<file path="config.mk">
export PLATFORM = sky130hd
export DESIGN_NAME = ssd_mux_driver
export DESIGN_NICKNAME = d
export VERILOG_FILES = /design/src/rtl/ssd_mux_driver.sv
export SDC_FILE = /design/constraint.sdc
export NUM_CORES = 1
export LEC_CHECK = 0
export ABC_AREA = 1
export CORE_MARGIN = 2
export CORE_UTILIZATION = 61
export CTS_BUF_LIST = sky130_fd_sc_hd__clkbuf_4
export DETAILED_ROUTE_END_ITERATION = 16
export PLACE_DENSITY = 0.82
export SLEW_MARGIN = 20
export SYNTH_ARGS = -nofsm -noshare
export SYNTH_HDL_FRONTEND = slang
export SYNTH_SLANG_ARGS = --single-unit
</file>
<file path="constraint.sdc">
create_clock -name clk -period 1.8 [get_ports clk]
set_clock_uncertainty 0.05 [all_clocks]
set_input_delay 0.18 -clock clk [delete_from_list [all_inputs] [get_ports clk]]
set_output_delay 0.18 -clock clk [all_outputs]
set_load 0.02 [all_outputs]
</file>
<file path="src/rtl/ssd_mux_driver.sv">
`timescale 1ns/1ps
// Binary -> BCD (sequential double-dabble) feeding a multiplexed common-anode 7-segment scan.
// Latency: load edge k -> done pulse after edge k+BIN_W+1; the scan runs continuously and independently.
// Backpressure: busy=1 while converting; a load during busy is dropped, never queued.
module ssd_mux_driver #(
    parameter int DIGITS      = 4,
    parameter int BIN_W       = 14,
    parameter int REFRESH_DIV = 100000,
    parameter int LEAD_BLANK  = 1
) (
    input  logic              clk,
    input  logic              rst_n,
    input  logic [BIN_W-1:0]  bin_in,
    input  logic              load,
    output logic              busy,
    output logic              done,
    output logic              ovf,
    output logic [6:0]        cathodes,
    output logic [DIGITS-1:0] anodes
);
    localparam int BW = 4 * DIGITS;
    localparam int IW = (DIGITS > 1) ? $clog2(DIGITS) : 1;
    localparam int CW = (REFRESH_DIV > 1) ? $clog2(REFRESH_DIV) : 1;
    localparam int SW = $clog2(BIN_W + 1);
    localparam logic [63:0] MAXV = 64'(10 ** DIGITS) - 64'd1;

    typedef enum logic [1:0] {IDLE, SHIFT, DONE} state_t;

    state_t           state;
    logic [BW-1:0]    bcd;
    logic [BW-1:0]    adj;
    logic [BIN_W-1:0] bin_sr;
    logic [SW-1:0]    step;
    logic             ovf_pend;
    logic [BW-1:0]    disp;

    logic [CW-1:0]    cnt;
    logic [IW-1:0]    idx;
    logic [IW-1:0]    msn;
    logic [3:0]       cur;
    logic [6:0]       pat;

    function automatic logic [6:0] font(input logic [3:0] d);
        case (d)
            4'd0:    font = 7'b1000000;
            4'd1:    font = 7'b1111001;
            4'd2:    font = 7'b0100100;
            4'd3:    font = 7'b0110000;
            4'd4:    font = 7'b0011001;
            4'd5:    font = 7'b0010010;
            4'd6:    font = 7'b0000010;
            4'd7:    font = 7'b1111000;
            4'd8:    font = 7'b0000000;
            4'd9:    font = 7'b0010000;
            default: font = 7'b1111111;
        endcase
    endfunction

    // Add-3 correction is applied before the shift of the same cycle.
    always_comb begin
        adj = bcd;
        for (int i = 0; i < DIGITS; i++) begin
            if (bcd[i*4 +: 4] >= 4'd5)
                adj[i*4 +: 4] = bcd[i*4 +: 4] + 4'd3;
        end
    end

    always_ff @(posedge clk or negedge rst_n) begin
        if (!rst_n) begin
            state    <= IDLE;
            busy     <= 1'b0;
            done     <= 1'b0;
            ovf      <= 1'b0;
            ovf_pend <= 1'b0;
            bcd      <= '0;
            bin_sr   <= '0;
            step     <= '0;
            disp     <= '0;
        end else begin
            done <= 1'b0;
            case (state)
                IDLE: begin
                    if (load) begin
                        bin_sr   <= bin_in;
                        bcd      <= '0;
                        ovf_pend <= (64'(bin_in) > MAXV);
                        step     <= '0;
                        busy     <= 1'b1;
                        state    <= SHIFT;
                    end
                end
                SHIFT: begin
                    {bcd, bin_sr} <= {adj, bin_sr} << 1;
                    step          <= step + 1'b1;
                    if (step == SW'(BIN_W - 1))
                        state <= DONE;
                end
                DONE: begin
                    done  <= 1'b1;
                    disp  <= bcd;
                    ovf   <= ovf_pend;
                    busy  <= 1'b0;
                    state <= IDLE;
                end
                default: state <= IDLE;
            endcase
        end
    end

    // msn = most significant nonzero digit (0 when the value is zero).
    always_comb begin
        msn = '0;
        for (int i = 0; i < DIGITS; i++) begin
            if (disp[i*4 +: 4] != 4'd0)
                msn = IW'(i);
        end
        cur = disp[int'(idx)*4 +: 4];
        if (ovf)
            pat = 7'b0111111;
        else if (LEAD_BLANK != 0 && idx > msn)
            pat = 7'b1111111;
        else
            pat = font(cur);
    end

    always_ff @(posedge clk or negedge rst_n) begin
        if (!rst_n) begin
            cnt      <= '0;
            idx      <= '0;
            anodes   <= '1;
            cathodes <= 7'b1111111;
        end else begin
            if (cnt == CW'(REFRESH_DIV - 1)) begin
                cnt <= '0;
                idx <= (idx == IW'(DIGITS - 1)) ? '0 : idx + 1'b1;
            end else begin
                cnt <= cnt + 1'b1;
            end
            anodes   <= ~(DIGITS'(1) << idx);
            cathodes <= pat;
        end
    end
endmodule
</file>
# ---- Yosys cells after proc, flatten, opt, wreduce, memory -nomap -nowiden
# Memory sizes are Yosys's and may differ from the RTL's.
# Cells that the tools add are included.
dict set report word_totals {
  register_bits 86
  romBits 112
  input_bits 17
  word_cells 70
  n_memories 1
}
# memory depth word_bits read_ports rd_clocked_by_memory_dff wr line
set memory_table {}
lappend memory_table {{(name not given)} 16 7 1 0 0 44} ;# case (d)
dict set report classes {
  addsub 7
  magnitude_cmp 6
  n_eq_ne 7
  n_shift 2
  mux 23
  n_bitwise 1
  reduce_logical 10
}
# cell count
set ops {}
lappend ops {{one-hot mux 16 bit (2 select lines)} 1}
lappend ops {{one-hot mux 14 bit (2 select lines)} 1}
lappend ops {{adder 17 x 1 -> 17 bit (second input constant)} 1}
lappend ops {{== test 17 bit (second input constant)} 1}
lappend ops {{2-to-1 mux 17 bit} 1}
lappend ops {{greater-or-equal comparator 4 x 3 -> 1 bit (second input constant)} 4}
lappend ops {{2-to-1 mux 16 bit} 1}
lappend ops {{2-to-1 mux 4 bit} 4}
lappend ops {{indexed part select 16 x 5 -> 4 bit} 1}
lappend ops {{greater-than comparator 14 bit (second input constant)} 1}
lappend ops {{2-to-1 mux 14 bit} 1}
lappend ops {{2-to-1 mux 7 bit} 2}
lappend ops {{adder 4 x 2 -> 4 bit (second input constant)} 3}
lappend ops {{nonzero test 4 bit} 3}
lappend ops {{2-to-1 mux 2 bit} 5}
lappend ops {{one-hot mux 4 bit (2 select lines)} 1}
lappend ops {{AND reduction 2 bit} 4}
lappend ops {{adder 4 x 1 -> 4 bit (second input constant)} 1}
lappend ops {{== test 2 bit (second input constant)} 2}
lappend ops {{== test 4 bit (second input constant)} 1}
lappend ops {{!= test 2 bit (second input constant)} 2}
lappend ops {{NOT 4 bit} 1}
lappend ops {{one-hot mux 2 bit (2 select lines)} 1}
lappend ops {{nonzero test 2 bit} 2}
lappend ops {{9 further kinds} 11}

# ---- Longest topological paths before layout
# Gate-level depths: netlist of run 1.
dict set report logic_depth {
  ltp_word 7
  mapped_depth 13
  mapped_depth_nobuf 12
}

# ---- Least setup slack after synthesis of run 1
# No wires, ideal clock.
dict set report synth_path {
  path_type {register to register}
  startpoint {register disp[13]}
  endpoint {register cathodes[0]}
  setup_ns 0.080
  t_arrival_ns 1.512
  path_slack_ns 0.158
  stages_incl_launch_ff 11
  n_path_buf 0
  path_cell_list {dfrtp_1 -> nor4_1 -> inv_1 -> nor2_1 -> ha_1 -> inv_1 -> o21ai_0 -> nand2_1 -> nand2_1 -> nor2_4 -> nand2_1}
}
dict set report synth_between {
  elab_chain_len 5
}
# element line
set synth_rtl {}
lappend synth_rtl {{start: declaration} 35} ;# logic [BW-1:0] disp;
lappend synth_rtl {{start signal: assignment} 78} ;# disp <= '0;
lappend synth_rtl {{start signal: assignment} 100} ;# disp <= bcd;
lappend synth_rtl {{parallel branches: the longest is 3 deep, another holds memory read (16 x 7 bit)} --}
lappend synth_rtl {{2-to-1 mux 7 bit (*)} 120} ;# else if (LEAD_BLANK != 0 && idx > msn)
lappend synth_rtl {{2-to-1 mux 7 bit (*)} 118} ;# if (ovf)
lappend synth_rtl {{named net pat[0]} 41} ;# logic [6:0] pat;
lappend synth_rtl {{end signal: assignment} 140} ;# cathodes <= pat;
lappend synth_rtl {{end: declaration} 18} ;# output logic [6:0] cathodes,
# Mark *: on every way through the listed nets, which the timed path passes.
# A chain may end at the register's enable or synchronous reset.

# ---- Worst setup path in the final report of run 1
dict set report layout_path {
  startpoint {register disp[12]}
  endpoint {register cathodes[3]}
}
# The elaborated chain is that of the path after synthesis.

==> results of run 1 <==
==> through the flow <==
stage	setup WS [ns]	cell area, sq um	setup TNS (ns)	hold WS, ns	utilization (%)
after CTS	0.00263	4880	0	0.169	71.8
after detailed placement	-0.0203	4730	-0.0203	0.0857	69.6
after global placement	0.0431	4730	0	0.0794	69.6
after global routing	-0.0879	4970	-0.506	0.192	73.2
after floorplan	0.158	4260	0	-0.166	-
final	0.0142	4970	0	0.162	73.2
==> critical path: stages (launching register included) <==
cell and delay, ns:
dfrtp_1 0.44, nor4_2 0.29, buf_4 0.15, o21ai_1 0.06, ha_1 0.33, nand2_4 0.06
nand2_2 0.06, nand2_2 0.06, nor2_4 0.16, nand2_1 0.08
==> power by group through the flow <==
stage	Combinational (mW)	Clock, mW	Sequential [mW]
finish	2.61	0.942	3.03
global route	2.99	1.06	3.10
CTS	2.55	0.954	3.02
detailed placement	2.52	0	3.06
global placement	2.41	0	3.02
floorplan	1.73	0	3.06
==> registers in the layout (all words and copies together), names as in the netlist <==
signal	cells
ovf	1
busy	1
anodes	4
step	4
done	1
ovf_pend	1
idx	2
disp	16
cnt	17
bcd	16
state	2
bin_sr	14
cathodes	7
==> worst min path at each step <==
stage | depth (start not counted) | to | slack (ns)
6_report | 2 | cnt[4]$_DFF_PN0_ | 0.16
5_1_grt | 2 | cnt[6]$_DFF_PN0_ | 0.19
4_1_cts | 2 | cnt[5]$_DFF_PN0_ | 0.17
3_5_place_dp | 1 | cnt[5]$_DFF_PN0_ | 0.09
3_3_place_gp | 1 | cnt[13]$_DFF_PN0_ | 0.08
2_1_floorplan | 0 | bcd[0]$_DFFE_PN0P_ | -0.17
==> cells in the mapped netlist <==
cell / number
nand2_1: 99
dfrtp_1: 75
inv_1: 54
nor2_1: 50
o21ai_0: 43
nand3_1: 31
ha_1: 22
o22ai_1: 17
a21oi_1: 15
dfstp_2: 11
inv_2: 9
o21ai_1: 9
or2_2: 7
nand4_1: 6
xor2_1: 6
buf_2: 5
nand2_2: 5
nor2_4: 5
nor3_1: 5
clkbuf_1: 4
nor4_1: 3
a22oi_1: 2
a31oi_1: 2
buf_4: 2
o21bai_1: 2
a21o_1: 1
a22o_1: 1
buf_6: 1
clkinv_1: 1
nand3_2: 1
nand3b_1: 1
nor2_2: 1
o211ai_1: 1
==> cells in the final DEF, fill, tap and decap left out, drive strengths merged, types with 6 or more instances in the layout <==
master	n
a21oi	15
nand3	32
dfstp	11
dfrtp	75
clkdlybuf4s50	19
xor2	6
dlymetal6s2s	8
nor2	56
o21ai	52
nand4	6
ha	22
or2	7
o22ai	17
clkbuf	10
nand2	104
buf	23
inv	63
==> final cells by class <==
class,instances,area share [%]
Sequential cell,86,43.6
Multi-Input combinational cell,335,36.8
Timing Repair Buffer,53,10.1
Inverter,64,4.83
Tap cell,96,2.42
Clock buffer,10,1.51
Clock inverter,6,0.780
==> cell families (layout without fill, tap and decap cells) <==
group           count (synthesis)  in the layout  share of synthesized area (%)
simple gates                  214            214                           22.3
compound gates                 93             93                           11.9
buf+inv                        76            133                           7.20
flops                          86             86                           50.9
fa+ha+maj                      22             22                           6.46
xor+xnor                        6              6                           1.23
==> what timing repair did <==
item                       in CTS  in global routing
hold endpoints to repair       68                  0
resized for setup               5                 19
setup endpoints to repair       8                 15
setup buffers                   2                  6
pin swaps                       1                 12
hold buffers                    1                  0
==> per-layer routing <==
metal  part of all wire [%]  vias up  wire [microns]
met3                    4.0       13             339
met1                     44     1649            3740
met5                      0        -               0
met4                    1.5        0             123
met2                     50       90            4250
li1                       -     1726               -
==> flow_summary.json, run 1 <==
{
  "status": "finished clean",
  "gp_congestion": 0.870,
  "power_frac_seq_pct": 46.0,
  "rr_startpoint": "disp[12]$_DFFE_PN0P_",
  "p_clk_share_pct": 14.3,
  "setup.reg_to_reg.worst_slack_ns": 0.01,
  "finalHoldViolCount": 0,
  "dp_cells": 625,
  "finalMaxSlewViolations": 0,
  "dieWidth_microns": 87.6,
  "antenna_cells": 0,
  "grtUsageMet1_pct": 31.8,
  "reg2reg_to": "cathodes[3]$_DFF_PN1_",
  "grt_pass1_vias": 3306,
  "cts_root_buffer": "clkbuf_4",
  "syn_area_sq_mm": 0.00426,
  "yosys.cell_types.count": 33,
  "gr-total-overflow": 0,
  "crit_fanout": 5,
  "yosys.area.top_type": "dfrtp_1",
  "crit_start": "disp[12]$_DFFE_PN0P_",
  "grt_first_pass_wirelength_microns": 14500,
  "powerDensity_mw_per_mm2": 1320,
  "firstDrtPassIters": 5,
  "synth_top_area_share_pct": 44.1,
  "p_int_mw": 3.97,
  "drtIter0Drc": 171,
  "worstPathRequired_ns": 2.11,
  "dpl.hpwl_microns": 6150,
  "hp-class": "input pin to async pin",
  "final_antenna_net_count": 0,
  "cts_buffers": 9,
  "core_area_sq_mm": 0.00679,
  "wl_per_cell_microns": 13.0,
  "total_power_mw": 6.58,
  "num_io_pins": 31,
  "syn_inst": 497,
  "synth_nets": 536,
  "die_area_sq_mm": 0.00767,
  "leakagePower_nw": 2.42,
  "via_per_inst": 5.35,
  "syn_to_final_growth_pct": 16.7,
  "tightest_slew_ns": 0.401,
  "layout.cells.non_filler": 650,
  "clk_pin_slew_ns": 0.14,
  "timing.critical_path.to": "cathodes[3]$_DFF_PN1_",
  "vias": 3478,
  "nets": 588,
  "drive_gt1_share_pct": 15.9,
  "worst_setup_path_end_kind": "register",
  "min_period_ns": 1.79,
  "syn_area_per_cell_sq_um": 8.57,
  "grt_busiest_layer": "met2",
  "ys_ff_latch": 86,
  "rsz0062_at_grt": "true",
  "worstRegToRegCells": 9,
  "cap_violations": 0,
  "port_buffers": 30,
  "n_fill_cell": 495,
  "row_count": 30,
  "antenna_found_initial": 0,
  "use_met2_pct": 40.7,
  "start_util_pct": 62.7,
  "setup-violations-final": 0,
  "relSlewSlack_pct": 73.3,
  "combPwrFrac_pct": 39.7,
  "grtUsageMet3_pct": 3.30,
  "ir_drop_mv": 0.825,
  "worstSetupPathType": "register to register",
  "route.detailed.drc": 0,
  "ys_warn_count": 0,
  "grt_max_degree": 39,
  "wl_microns": 8440,
  "clockBufferDepth": 2,
  "fin_crit_sh_pct": 99.2,
  "clock_latency_ns": 0.42,
  "ys_seq_area_share_pct": 50.9,
  "multiInputGateArea_sq_mm": 0.00183,
  "fmax_mhz": 560,
  "synthTopCellsByArea": "dfrtp_1, nand2_1, dfstp_2, ha_1, o21ai_0",
  "fp.dieH_microns": 87.6,
  "h-tree-depth": 3,
  "regArea_sq_mm": 0.00217,
  "cp-start-kind": "register",
  "cts_tree": "yes",
  "clock_sinks": 86,
  "track_usage_pct": 23.9,
  "critical_path_arrival_ns": 2.10,
  "p_sw_mw": 2.62,
  "switching_share_pct": 39.8
}
No activity file was read; power rests on OpenSTA's default activity.
==> run 2: changes to the inputs <==
--- a/config.mk
+++ b/config.mk
@@ -7,10 +7,10 @@
 export LEC_CHECK = 0
 export ABC_AREA = 1
 export CORE_MARGIN = 2
-export CORE_UTILIZATION = 61
+export CORE_UTILIZATION = 55
 export CTS_BUF_LIST = sky130_fd_sc_hd__clkbuf_4
 export DETAILED_ROUTE_END_ITERATION = 16
-export PLACE_DENSITY = 0.82
+export PLACE_DENSITY = 0.78
 export SLEW_MARGIN = 20
 export SYNTH_ARGS = -nofsm -noshare
 export SYNTH_HDL_FRONTEND = slang
==> constraint.sdc (replaced) <==
create_clock -name clk -period 1.6 [get_ports clk]
set_clock_uncertainty 0.05 [all_clocks]
set_input_delay 0.16 -clock clk [delete_from_list [all_inputs] [get_ports clk]]
set_output_delay 0.16 -clock clk [all_outputs]
set_load 0.02 [all_outputs]
==> flow_summary.json, run 2 (synthesized netlist as in run 1, its figures left out) <==
{
  "drtIter0Drc": 244,
  "setup-violations-final": 6,
  "largest-register": "cnt",
  "drive_gt1_share_pct": 20.9,
  "relSlewSlack_pct": 69.4,
  "crit_fanout": 5,
  "ir_drop_mv": 1.09,
  "via_per_inst": 5.25,
  "layout.cells.non_filler": 677,
  "leakagePower_nw": 2.53,
  "cts_buffers": 9,
  "antenna_found_initial": 0,
  "cts_root_buffer": "clkbuf_4",
  "cap_violations": 0,
  "preCtsSetupSlack_ns": -0.113,
  "path_common_cell": "nand2_1",
  "whs_ns": 0.216,
  "fp.dieH_microns": 92,
  "gr-total-overflow": 0,
  "crit_chain": "nor4_2 -> inv_1 -> nor2_1 -> ha_1 -> inv_2 -> o21ai_2 -> nand2_1 -> nand2_2 -> nor2_4 -> nand2_1",
  "route.detailed.drc": 0,
  "clock_latency_ns": 0.43,
  "hp-class": "input pin to async pin",
  "layout_commonest_cell": "nand2_1",
  "finalHoldViolCount": 0,
  "syn_to_final_growth_pct": 22.9,
  "num_io_pins": 31,
  "grt_first_pass_wirelength_microns": 14800,
  "rsz0062_at_grt": "true",
  "firstDrtPassIters": 5,
  "clk_pin_slew_ns": 0.14,
  "cts_tree": "yes",
  "wl_per_cell_microns": 12.8,
  "gp_congestion": 0.884,
  "finalMaxSlewViolations": 0,
  "status": "complete, but fails checks",
  "dp_cells": 652,
  "clock_sinks": 86,
  "fin_ws_ns": -0.0810,
  "powerDensity_mw_per_mm2": 1610,
  "reg.largest.list": "cnt: 17 flops, bcd: 16 flops, disp: 16 flops",
  "crit_family": "simple AND/OR/NAND/NOR gates",
  "antenna_cells": 0,
  "slowest_stage": "dfrtp_1",
  "worstSetupPathType": "register to register",
  "wl_microns": 8640,
  "tightest_slew_ns": 0.460,
  "cp_num_buf_inv": 2,
  "largest_register_ffs": 17,
  "failed_checks": "setup timing",
  "worstPathRequired_ns": 1.91,
  "mostFrequentLayoutCells": "nand2_1, dfrtp_1, inv_1",
  "fin_crit_sh_pct": 105,
  "setup.reg_to_reg.worst_slack_ns": -0.08,
  "fmax_mhz": 595,
  "critical_path_arrival_ns": 2.00,
  "track_usage_pct": 21.5,
  "row_count": 32,
  "worst_setup_path_end_kind": "register",
  "grt_max_degree": 87,
  "nets": 609,
  "grt_pass1_vias": 3555,
  "clockBufferDepth": 2,
  "dieWidth_microns": 92,
  "h-tree-depth": 3,
  "start_util_pct": 56.0,
  "core_area_sq_mm": 0.00761,
  "port_buffers": 30,
  "final_antenna_net_count": 0,
  "cp-start-kind": "register",
  "die_area_sq_mm": 0.00846,
  "vias": 3557,
  "min_period_ns": 1.68,
  "max_stage_delay_ns": 0.41,
  "dpl.hpwl_microns": 6140
}
-- run 2: cell types whose count changed in the layout (fill, tap and decap cells not counted), sizes merged --
cell	previous run	this run
buf	23	44
dlygate4sd2	2	13
dlymetal6s2s	8	1
bufinv	0	4
clkdlybuf4s50	19	15
clkinvlp	4	0
clkbuf	10	11
clkinv	3	2
-- run 2: report_power, final --
group	switching, mW	internal, mW
registers	0.448	2.91
logic	1.91	1.47
clock network	0.707	0.981
total	3.06	5.36
-- run 2: through the flow --
step           util (%)  setup TNS (ns)  power (mW)  instance area, sq um
2_1_floorplan         -        -0.00474        5.40                  4270
3_3_place_gp       64.4          -0.429        6.35                  4900
3_5_place_dp       64.4          -0.569        6.53                  4900
4_1_cts            67.3          -0.474        8.18                  5120
5_1_grt            68.8           -1.40        9.08                  5240
6_report           68.8          -0.424        8.42                  5240
-- run 2: final cells by class --
| type | instances | area (sq um) |
|---|---|---|
| fillers | 591 | 2370 |
| flip-flops and latches | 86 | 2170 |
| multi-input cells | 335 | 1860 |
| repair buffers | 74 | 633 |
| inverters | 64 | 240 |
| well taps | 102 | 128 |
| clock inverters | 5 | 124 |
| clock buffers | 11 | 82.6 |
-- run 2: routing by layer --
layer / routed length [microns] / vias to the layer above / global-route usage [%]
li1: - / 1772 / -
met1: 3760 / 1693 / 26.3
met2: 4440 / 74 / 37.8
met3: 282 / 18 / 3.53
met4: 159 / 0 / 9.20
met5: 0 / - / 0
-- run 2: what timing repair did --
item | 4_1_cts | 5_1_grt
endpoints found under the setup margin | 21 | 18
resized for setup | 16 | 24
setup buffers | 1 | 7
endpoints found under the hold margin | 75 | 0
hold buffers | 1 | 0
pin swaps | 10 | 6
-- run 2: path summary, 6_finish.rpt --
check	start	end	cells past startpoint
setup / recovery	disp[15]$_DFFE_PN0P_	cathodes[5]$_DFF_PN1_	10
hold / removal	rst_n	cnt[6]$_DFF_PN0_	3
setup reg to reg	disp[15]$_DFFE_PN0P_	cathodes[5]$_DFF_PN1_	10
hold reg to reg	bin_sr[13]$_DFFE_PN0P_	bin_sr[13]$_DFFE_PN0P_	2
max in group asynchronous	rst_n	bin_sr[2]$_DFFE_PN0P_	3
min in group clk	bin_in[2]	bin_sr[2]$_DFFE_PN0P_	3
-- run 2: tightest hold or removal path, stage by stage --
cell and delay (ns):
dlygate4sd3_1 0.52, buf_4 0.11, buf_12 0.34
